--- src/rtl/run_seq_detect_pkg.sv ---
`default_nettype none
// ============================================================================
// Module : run_seq_detect_pkg
// Brief  : Shared defaults, stage constants and rule-action encoding for
//          the ascending run-sequence detector.
// Rev    : 1.0  initial release
// ============================================================================
package run_seq_detect_pkg;

    localparam int DEF_SYM_W    = 2;
    localparam int DEF_N_STAGES = 3;
    localparam int DEF_MID_RUN  = 1;
    localparam int DEF_LAST_RUN = 2;
    localparam int DEF_CNT_W    = 8;

    localparam int STAGE_IDLE   = 0;

    // One action per sampled symbol, chosen by the rule priority chain.
    typedef enum logic [2:0] {
        ACT_HOLD    = 3'd0,
        ACT_RESTART = 3'd1,
        ACT_EXTEND  = 3'd2,
        ACT_ADVANCE = 3'd3,
        ACT_ABORT   = 3'd4
    } act_e;

    function automatic int max_int(input int a, input int b);
        return (a > b) ? a : b;
    endfunction

endpackage
`default_nettype wire

--- src/rtl/sat_counter.sv ---
`default_nettype none
// ============================================================================
// Module : sat_counter
// Brief  : Width/max parametrised saturating up-counter; clr and inc on the
//          same edge yields 1.
// Rev    : 1.0  initial release
// ============================================================================
module sat_counter #(
    parameter int               WIDTH = 8,
    parameter logic [WIDTH-1:0] MAX   = {WIDTH{1'b1}}
) (
    input  logic             clk,
    input  logic             reset,
    input  logic             clr,
    input  logic             inc,
    output logic [WIDTH-1:0] count
);

    logic [WIDTH-1:0] w_base;
    logic [WIDTH-1:0] w_count_next;

    always_comb begin
        w_base       = clr ? '0 : count;
        w_count_next = w_base;
        if (inc && (w_base != MAX)) begin
            w_count_next = w_base + WIDTH'(1);
        end
    end

    always_ff @(posedge clk) begin
        if (reset) begin
            count <= '0;
        end else begin
            count <= w_count_next;
        end
    end

endmodule
`default_nettype wire

--- src/rtl/run_seq_detect.sv ---
`default_nettype none
// ============================================================================
// Module : run_seq_detect
// Brief  : Detects ascending symbol runs 1..N_STAGES with minimum run lengths
//          and counts completed matches.
// Rev    : 1.0  initial release
// ============================================================================
module run_seq_detect
    import run_seq_detect_pkg::*;
#(
    parameter int SYM_W    = DEF_SYM_W,
    parameter int N_STAGES = DEF_N_STAGES,
    parameter int MID_RUN  = DEF_MID_RUN,
    parameter int LAST_RUN = DEF_LAST_RUN,
    parameter int CNT_W    = DEF_CNT_W
) (
    input  logic             clk,
    input  logic             reset,
    input  logic             en,
    input  logic [SYM_W-1:0] num,
    input  logic             clr_cnt,
    output logic             ans,
    output logic             hit,
    output logic [CNT_W-1:0] match_cnt,
    output logic [SYM_W-1:0] stage
);

    localparam int RUN_MAX = max_int(MID_RUN, LAST_RUN);
    localparam int RUN_W   = $clog2(RUN_MAX + 1);

    localparam logic [SYM_W-1:0] STG_IDLE  = SYM_W'(STAGE_IDLE);
    localparam logic [SYM_W-1:0] STG_FIRST = SYM_W'(1);
    localparam logic [SYM_W-1:0] STG_TWO   = SYM_W'(2);
    localparam logic [SYM_W-1:0] STG_LAST  = SYM_W'(N_STAGES);

    localparam logic [RUN_W-1:0] RUN_SAT     = RUN_W'(RUN_MAX);
    localparam logic [RUN_W-1:0] RUN_MID     = RUN_W'(MID_RUN);
    localparam logic [RUN_W-1:0] RUN_LAST_M1 = RUN_W'(LAST_RUN - 1);
    localparam logic [CNT_W-1:0] CNT_SAT     = {CNT_W{1'b1}};
    localparam bit               LAST_IS_ONE = (LAST_RUN == 1);

    act_e             w_act;
    logic [SYM_W-1:0] r_stage;
    logic [SYM_W-1:0] w_stage_next;
    logic [SYM_W:0]   w_num_x;
    logic [SYM_W:0]   w_succ_x;
    logic             w_run_inc;
    logic             w_run_clr;
    logic [RUN_W-1:0] w_run;
    logic             r_ans;
    logic             w_ans_next;
    logic             r_hit;
    logic             w_hit_next;
    logic             w_cnt_clr;

    always_comb begin
        w_num_x      = {1'b0, num};
        w_succ_x     = {1'b0, r_stage} + (SYM_W + 1)'(1);
        w_act        = ACT_ABORT;
        w_stage_next = r_stage;
        w_run_inc    = 1'b0;
        w_run_clr    = 1'b0;
        w_ans_next   = r_ans;
        w_hit_next   = 1'b0;

        if (!en) begin
            w_act = ACT_HOLD;
        end else if (num == STG_FIRST) begin
            w_act = (r_stage == STG_FIRST) ? ACT_EXTEND : ACT_RESTART;
        end else if ((num == r_stage) && (r_stage >= STG_TWO)) begin
            w_act = ACT_EXTEND;
        end else if ((w_num_x == w_succ_x) && (r_stage != STG_IDLE) &&
                     (r_stage < STG_LAST) && (w_run >= RUN_MID)) begin
            w_act = ACT_ADVANCE;
        end

        case (w_act)
            ACT_HOLD: begin
                w_stage_next = r_stage;
            end
            ACT_RESTART: begin
                w_stage_next = STG_FIRST;
                w_run_clr    = 1'b1;
                w_run_inc    = 1'b1;
            end
            ACT_EXTEND: begin
                w_run_inc    = 1'b1;
            end
            ACT_ADVANCE: begin
                w_stage_next = r_stage + SYM_W'(1);
                w_run_clr    = 1'b1;
                w_run_inc    = 1'b1;
            end
            default: begin
                w_stage_next = STG_IDLE;
                w_run_clr    = 1'b1;
            end
        endcase

        // Run after this edge is r+1 (saturated at >= LAST_RUN) on extend,
        // else 1, so the threshold is decided from the current run value.
        if (w_act != ACT_HOLD) begin
            w_ans_next = (w_stage_next == STG_LAST) &&
                         ((w_act == ACT_EXTEND) ? (w_run >= RUN_LAST_M1) : LAST_IS_ONE);
            w_hit_next = w_ans_next && !r_ans;
        end
    end

    assign w_cnt_clr = clr_cnt && en;

    always_ff @(posedge clk) begin
        if (reset) begin
            r_stage <= STG_IDLE;
            r_ans   <= 1'b0;
            r_hit   <= 1'b0;
        end else begin
            r_stage <= w_stage_next;
            r_ans   <= w_ans_next;
            r_hit   <= w_hit_next;
        end
    end

    sat_counter #(
        .WIDTH (RUN_W),
        .MAX   (RUN_SAT)
    ) u_run_cnt (
        .clk   (clk),
        .reset (reset),
        .clr   (w_run_clr),
        .inc   (w_run_inc),
        .count (w_run)
    );

    sat_counter #(
        .WIDTH (CNT_W),
        .MAX   (CNT_SAT)
    ) u_match_cnt (
        .clk   (clk),
        .reset (reset),
        .clr   (w_cnt_clr),
        .inc   (w_hit_next),
        .count (match_cnt)
    );

    assign stage = r_stage;
    assign ans   = r_ans;
    assign hit   = r_hit;

endmodule
`default_nettype wire

--- config.mk ---
export PLATFORM = sky130hd
export DESIGN_NAME = run_seq_detect
export DESIGN_NICKNAME = d
export VERILOG_FILES = /design/src/rtl/run_seq_detect_pkg.sv /design/src/rtl/sat_counter.sv /design/src/rtl/run_seq_detect.sv
export SDC_FILE = /design/constraint.sdc
export NUM_CORES = 1
export LEC_CHECK = 0
export CAP_MARGIN = 20
export CORE_MARGIN = 1.5
export CORE_UTILIZATION = 60
export DETAILED_ROUTE_END_ITERATION = 12
export DONT_BUFFER_PORTS = 1
export PLACE_DENSITY = 0.83
export SYNTH_ARGS = -nofsm -noshare
export SYNTH_HDL_FRONTEND = slang
export SYNTH_SLANG_ARGS = --single-unit
--- constraint.sdc ---
create_clock -name clk -period 3.2 [get_ports clk]
set_input_delay 0.48 -clock clk [delete_from_list [all_inputs] [get_ports clk]]
set_output_delay 0.48 -clock clk [all_outputs]
set_load 0.01 [all_outputs]
==> impl_metrics.env, run 1 <==
export IMPL_yosysTopAreaCell="dfxtp_1"
export IMPL_fin_area_um2=943
export IMPL_dr_total_vias=777
export IMPL_synthSimpleGateAreaFrac_pct=25.9
export IMPL_yosysWarnings=0
export IMPL_worst_slew_pin_slew_ps=505
export IMPL_track_usage_pct=22.2
export IMPL_status="finished clean"
export IMPL_rows=13
export IMPL_synthFlopType="dfxtp_1"
export IMPL_finalSetupViolations=0
export IMPL_cts_hold_buf=0
export IMPL_synth_edf_count=0
export IMPL_drt_total_wl_um=1730
export IMPL_antenna_left=0
export IMPL_cts_buffers=3
export IMPL_worstPathRequired_ps=3380
export IMPL_path_clk_slew_ps=80
export IMPL_wl_per_cell_um=14.4
export IMPL_p_per_area_nw_per_um2=339
export IMPL_drtIter0Drc=13
export IMPL_synthTopCellsByArea="dfxtp_1 (30%), ha_1 (8.1%), xor2_1 (3.8%)"
export IMPL_ys_ff_latch=14
export IMPL_clockRootBuffer="clkbuf_4"
export IMPL_synth_adder_area_share_pct=8.11
export IMPL_clk_path_buf_depth=2
export IMPL_grt_pass1_vias=703
export IMPL_criticalPathCategory="flip-flop to flip-flop"
export IMPL_antenna_found_initial=0
export IMPL_rsz0062_at_grt="false"
export IMPL_gp_congestion=0.832
export IMPL_grt_pass1_wl_um=3060
export IMPL_syn_cell_area_um2=926
export IMPL_portBuffers=0
export IMPL_antennaDiodeCount=0
export IMPL_start_util_pct=67.8
export IMPL_synth_most_common_cell="dfxtp_1"
export IMPL_synthTopCellsByCount="dfxtp_1 (14), nor2_1 (9), nand2_1 (8), ha_1 (6), a21oi_1 (5)"
export IMPL_grt_max_degree=13
export IMPL_nNetsFinal=118
export IMPL_area_delta_synth_final_pct=1.89
export IMPL_insertion_delay_ps=280
export IMPL_die_area_um2=1790
export IMPL_dpl_hpwl_um=1350
export IMPL_placed_cell_area_um2=907
export IMPL_grt_ovfl_total=0
export IMPL_crit_fanout=12
export IMPL_die_w_um=42.3
export IMPL_cts_htree_levels=1
export IMPL_fin_crit_sh_pct=77.4
export IMPL_coreArea_um2=1370
export IMPL_cts_tree="yes"
export IMPL_synth_avg_cell_area_um2=8.73
export IMPL_leakagePower_uw=0.000341
export IMPL_synth_top_area_share_pct=30.3
export IMPL_report_final_slew_viol_count=0
export IMPL_fin_crit_ps=2480
export IMPL_cts_sinks=14
export IMPL_max_freq_mhz=404
export IMPL_ios=18
export IMPL_firstDrtPassIters=4
export IMPL_synth_top_family_by_area="simple AND/OR/NAND/NOR gates"
export IMPL_tns_ps=0
export IMPL_arrival_ps=2660
export IMPL_cts_setup_buffers=0
export IMPL_endpoint_kind="flip-flop"
export IMPL_syn_instance_count=106
export IMPL_start_kind="flip-flop"
export IMPL_finalHoldViolCount=0
export IMPL_cts_resized=0
export IMPL_slew_headroom_pct=66.3
export IMPL_fin_skew_ps=3.14
export IMPL_synth_net_count=118
export IMPL_min_delay_path_class="primary input to flip-flop"
export IMPL_drive_gt1_share_pct=11.4
export IMPL_vias_per_cell=6.48
export IMPL_die_h_um=42.3
export IMPL_ys_seq_area_share_pct=30.3
export IMPL_max_cap_violations=0
export IMPL_async_flop_share_pct=0
export IMPL_peakVddDrop_mv=0.290
export IMPL_yosysUniqueCellTypes=40
export IMPL_synth_xor_xnor_area_share_pct=6.62
export IMPL_synth_mux_area_share_pct=2.16
export IMPL_drc=0
export IMPL_synth_compound_area_share_pct=21.2
==> layout make-up <==
| cell class | count | area [um2] |
|---|---|---|
| Multi-Input combinational cell | 83 | 593 |
| Clock buffer | 4 | 36.3 |
| Sequential cell | 14 | 280 |
| Tap cell | 15 | 18.8 |
| Fill cell | 115 | 423 |
| Inverter | 4 | 15.0 |
==> final timing paths <==
path | startpoint | end | slack, ps | cells past startpoint
setup / recovery | stage[0]$_SDFF_PP0_ | u_run_cnt.count[0]$_SDFF_PP0_ | 720 | 10
hold / removal | reset | stage[1]$_SDFF_PP0_ | 250 | 1
setup reg to reg | stage[0]$_SDFF_PP0_ | u_run_cnt.count[0]$_SDFF_PP0_ | 720 | 10
hold reg to reg | u_match_cnt.count[5]$_SDFF_PP0_ | u_match_cnt.count[5]$_SDFF_PP0_ | 550 | 2
==> critical path, cell delays in order, from the launching register on <==
cell      delay (ps)
dfxtp_1          470
inv_1            180
ha_1             180
or3b_1           360
a211oi_2         230
o21ai_1          140
ha_1             200
nand2b_1         130
a21oi_1          220
xor2_1           200
nor2_1            60
==> routing by layer <==
metal	up-vias	track usage, %	share of wire (%)
met5	-	0	0
met4	0	7.50	0.92
met3	3	9.48	7.6
met2	29	33.2	45
met1	357	28.6	47
li1	388	-	-
==> power breakdown <==
group	switching [uW]	internal, uW	total (uW)
sequential	2.87	175	178
clock	54.8	69.4	124
combinational	9.94	7.89	17.8
total	67.6	252	320
==> flip-flops by register name, summed over array words and instances, names as in the netlist <==
| register | flops |
|---|---|
| stage | 2 |
| ans | 1 |
| hit | 1 |
| u_run_cnt.count | 2 |
| u_match_cnt.count | 8 |
==> cells by family (layout without fill, tap and decap cells) <==
| group | Yosys count | count (layout) |
|---|---|---|
| fa+ha+maj | 6 | 6 |
| mux | 2 | 2 |
| buf+inv | 9 | 8 |
| compound gates | 24 | 24 |
| xor+xnor | 7 | 7 |
| simple gates | 44 | 44 |
| flops | 14 | 14 |
==> through the flow <==
step / utilization (%) / worst slack, ps / power [uW] / hold WS (ps) / cells
3_3_place_gp: 66.4 / 848 / 199 / 530 / 116
3_5_place_dp: 66.4 / 753 / 200 / 544 / 116
4_1_cts: 69.0 / 742 / 325 / 233 / 120
6_report: 69.0 / 722 / 320 / 246 / 120
5_1_grt: 69.0 / 531 / 333 / 228 / 120
2_1_floorplan: - / 887 / 205 / 510 / 106
==> placed cells by master, fill, tap and decap left out, types with 2 or more instances in the layout <==
cell and instances:
a211oi_2 2, a21oi_1 5, and2_1 2, and3_1 4, clkbuf_4 3, dfxtp_1 14, ha_1 6, inv_1 4
mux2i_1 2, nand2_1 8, nand2b_1 3, nand3_1 4, nand4_1 4, nor2_1 9, o21ai_0 2, o21ai_1 3
or3_1 3, xnor2_1 3, xor2_1 4
Power figures use the tool's default switching activity.
==> run 2, diff against run 1 <==
- CORE_UTILIZATION: 60 -> 54
- PLACE_DENSITY: 0.83 -> 0.79
- clock period: 3.2 -> 2.2 ns (I/O delays scaled with it)
==> run 2 against run 1 <==
Worst setup slack lost 620 ps. Flip-flop and latch count is the same. Non-clock buffer count is 7 higher. Die area grew 10%. Hold slack worse by 170 ps. Cell count is 6.7% higher. Register-to-register slack got worse by 620 ps. Sequential power rose by 44%. Critical endpoint is now u_run_cnt.count[1]$_SDFF_PP0_. Largest cell class unchanged.
==> impl_metrics.env, run 2 (same netlist as run 1, synthesis figures left out) <==
export IMPL_status="finished clean"
export IMPL_cts_htree_levels=1
export IMPL_path_cells="ha_4 -> or3b_4 -> a211oi_4 -> o21ai_2 -> ha_1 -> nand2b_4 -> a21oi_4 -> mux2i_1 -> nor2_1"
export IMPL_gp_congestion=0.801
export IMPL_finalSetupViolations=0
export IMPL_finalHoldViolCount=0
export IMPL_regMostFlops="u_match_cnt.count"
export IMPL_fin_area_um2=1050
export IMPL_antenna_left=0
export IMPL_worst_slew_pin_slew_ps=406
export IMPL_coreArea_um2=1560
export IMPL_drive_gt1_share_pct=24.1
export IMPL_reg2reg_slack_ps=100
export IMPL_rr_startpoint="stage[1]$_SDFF_PP0_"
export IMPL_hold_ws_ps=77.4
export IMPL_cpMaxStageDelayCell="dfxtp_4"
export IMPL_vias_per_cell=6.46
export IMPL_mostFrequentLayoutCell="dfxtp_1"
export IMPL_grt_pass1_vias=781
export IMPL_grt_max_degree=12
export IMPL_max_cap_violations=0
export IMPL_criticalPathCategory="flip-flop to flip-flop"
export IMPL_fin_ws_ps=100
export IMPL_grt_pass1_wl_um=3350
export IMPL_cts_tree="yes"
export IMPL_rows=14
export IMPL_cts_hold_buf=0
export IMPL_multiInputGateArea_um2=638
export IMPL_wl_per_cell_um=16.7
export IMPL_nNetsFinal=125
export IMPL_drtIter0Drc=22
export IMPL_holdPathEnd="stage[1]$_SDFF_PP0_"
export IMPL_grt_ovfl_total=0
export IMPL_max_freq_mhz=476
export IMPL_cp_num_buf_inv=0
export IMPL_ios=18
export IMPL_leakagePower_uw=0.000382
export IMPL_clk_path_buf_depth=2
export IMPL_min_from="reset"
export IMPL_start_kind="flip-flop"
export IMPL_arrival_ps=2290
export IMPL_portBuffers=0
export IMPL_die_h_um=44.4
export IMPL_peakVddDrop_mv=0.398
export IMPL_fin_crit_sh_pct=95.4
export IMPL_drc=0
export IMPL_start_util_pct=59.4
export IMPL_endpoint_kind="flip-flop"
export IMPL_die_w_um=44.4
export IMPL_placed_cell_area_um2=945
export IMPL_crit_fanout=6
export IMPL_r2r_end="u_run_cnt.count[1]$_SDFF_PP0_"
export IMPL_rr_worst_depth=9
export IMPL_p_per_area_nw_per_um2=462
export IMPL_cts_buffers=3
export IMPL_min_delay_path_class="primary input to flip-flop"
export IMPL_die_area_um2=1970
export IMPL_fin_crit_ps=2100
export IMPL_dpl_hpwl_um=1480
export IMPL_pre_cts_ws_ps=44.0
export IMPL_tns_ps=0
export IMPL_track_usage_pct=23.8
export IMPL_path_clk_slew_ps=90
export IMPL_firstDrtPassIters=6
export IMPL_largest_reg_flops=8
export IMPL_worstPathRequired_ps=2390
export IMPL_crit_family="simple AND/OR/NAND/NOR gates"
export IMPL_cts_sinks=14
export IMPL_slew_headroom_pct=72.5
export IMPL_insertion_delay_ps=290
export IMPL_drt_total_wl_um=2140
export IMPL_seq_area_um2=285
export IMPL_area_delta_synth_final_pct=13.4
export IMPL_nFillCells=126
export IMPL_report_final_slew_viol_count=0
export IMPL_mostFrequentLayoutCells="dfxtp_1 (12), nor2_1 (9), nand2_1 (8), buf_4 (7), ha_1 (5)"
export IMPL_fin_skew_ps=5.75
export IMPL_antennaDiodeCount=0
export IMPL_hold_depth=1
export IMPL_clockRootBuffer="clkbuf_4"
export IMPL_max_stage_delay_ps=400
export IMPL_dr_total_vias=827
export IMPL_antenna_found_initial=0
## run 2: what timing repair did
action,4_1_cts,5_1_grt
setup buffers,0,3
resized for setup,0,9
endpoints found under the setup margin,0,2
## run 2: area by class of cell
cell class / count / share of cell area (%)
sequential: 14 / 27.2
timing repair buffer: 7 / 5.01
clock buffer: 4 / 3.46
multi-input combinational: 83 / 60.8
tap: 16 / 1.91
inverter: 4 / 1.67
## run 2: worst max path at each step
stage	start	to	cells past startpoint	slack (ps)
floorplan	stage[0]$_SDFF_PP0_	u_run_cnt.count[1]$_SDFF_PP0_	11	6
detailed placement	stage[1]$_SDFF_PP0_	u_run_cnt.count[1]$_SDFF_PP0_	9	40
finish	stage[1]$_SDFF_PP0_	u_run_cnt.count[1]$_SDFF_PP0_	9	100
global placement	stage[1]$_SDFF_PP0_	u_run_cnt.count[1]$_SDFF_PP0_	9	100
global route	stage[0]$_SDFF_PP0_	u_run_cnt.count[1]$_SDFF_PP0_	10	-30
CTS	stage[1]$_SDFF_PP0_	u_run_cnt.count[1]$_SDFF_PP0_	9	10
## run 2: through the flow
stage,total power (uW),instances,util [%]
floorplan,300,106,-
global placement,292,121,60.6
detailed placement,294,121,60.6
CTS,482,125,62.9
global route,505,128,67.3
finish,485,128,67.3
## run 2: metal layers
layer  share of wire [%]  GRT usage (%)  wire [um]  vias to the layer above
li1                    -              -          -                      394
met1                  44           29.1        949                      400
met2                  48           35.6       1020                       27
met3                 5.2           8.16        112                        6
met4                 2.7           15.2         57                        0
met5                   0              0          0                        -
## run 2: worst reg2reg max path: cells and delay by family, from the launching register on
family,cells,cell delay (ps)
AND/OR/NAND/NOR,3,580
AO/OA/AOI/OAI,3,480
flip-flops,1,400
adder cells (fa/ha/maj),2,340
multiplexers,1,190
## run 2: power by group
part	switching, uW	internal (uW)	total, uW
combinational	20.1	16.2	36.2
sequential	2.06	254	256
clock	91.5	101	193
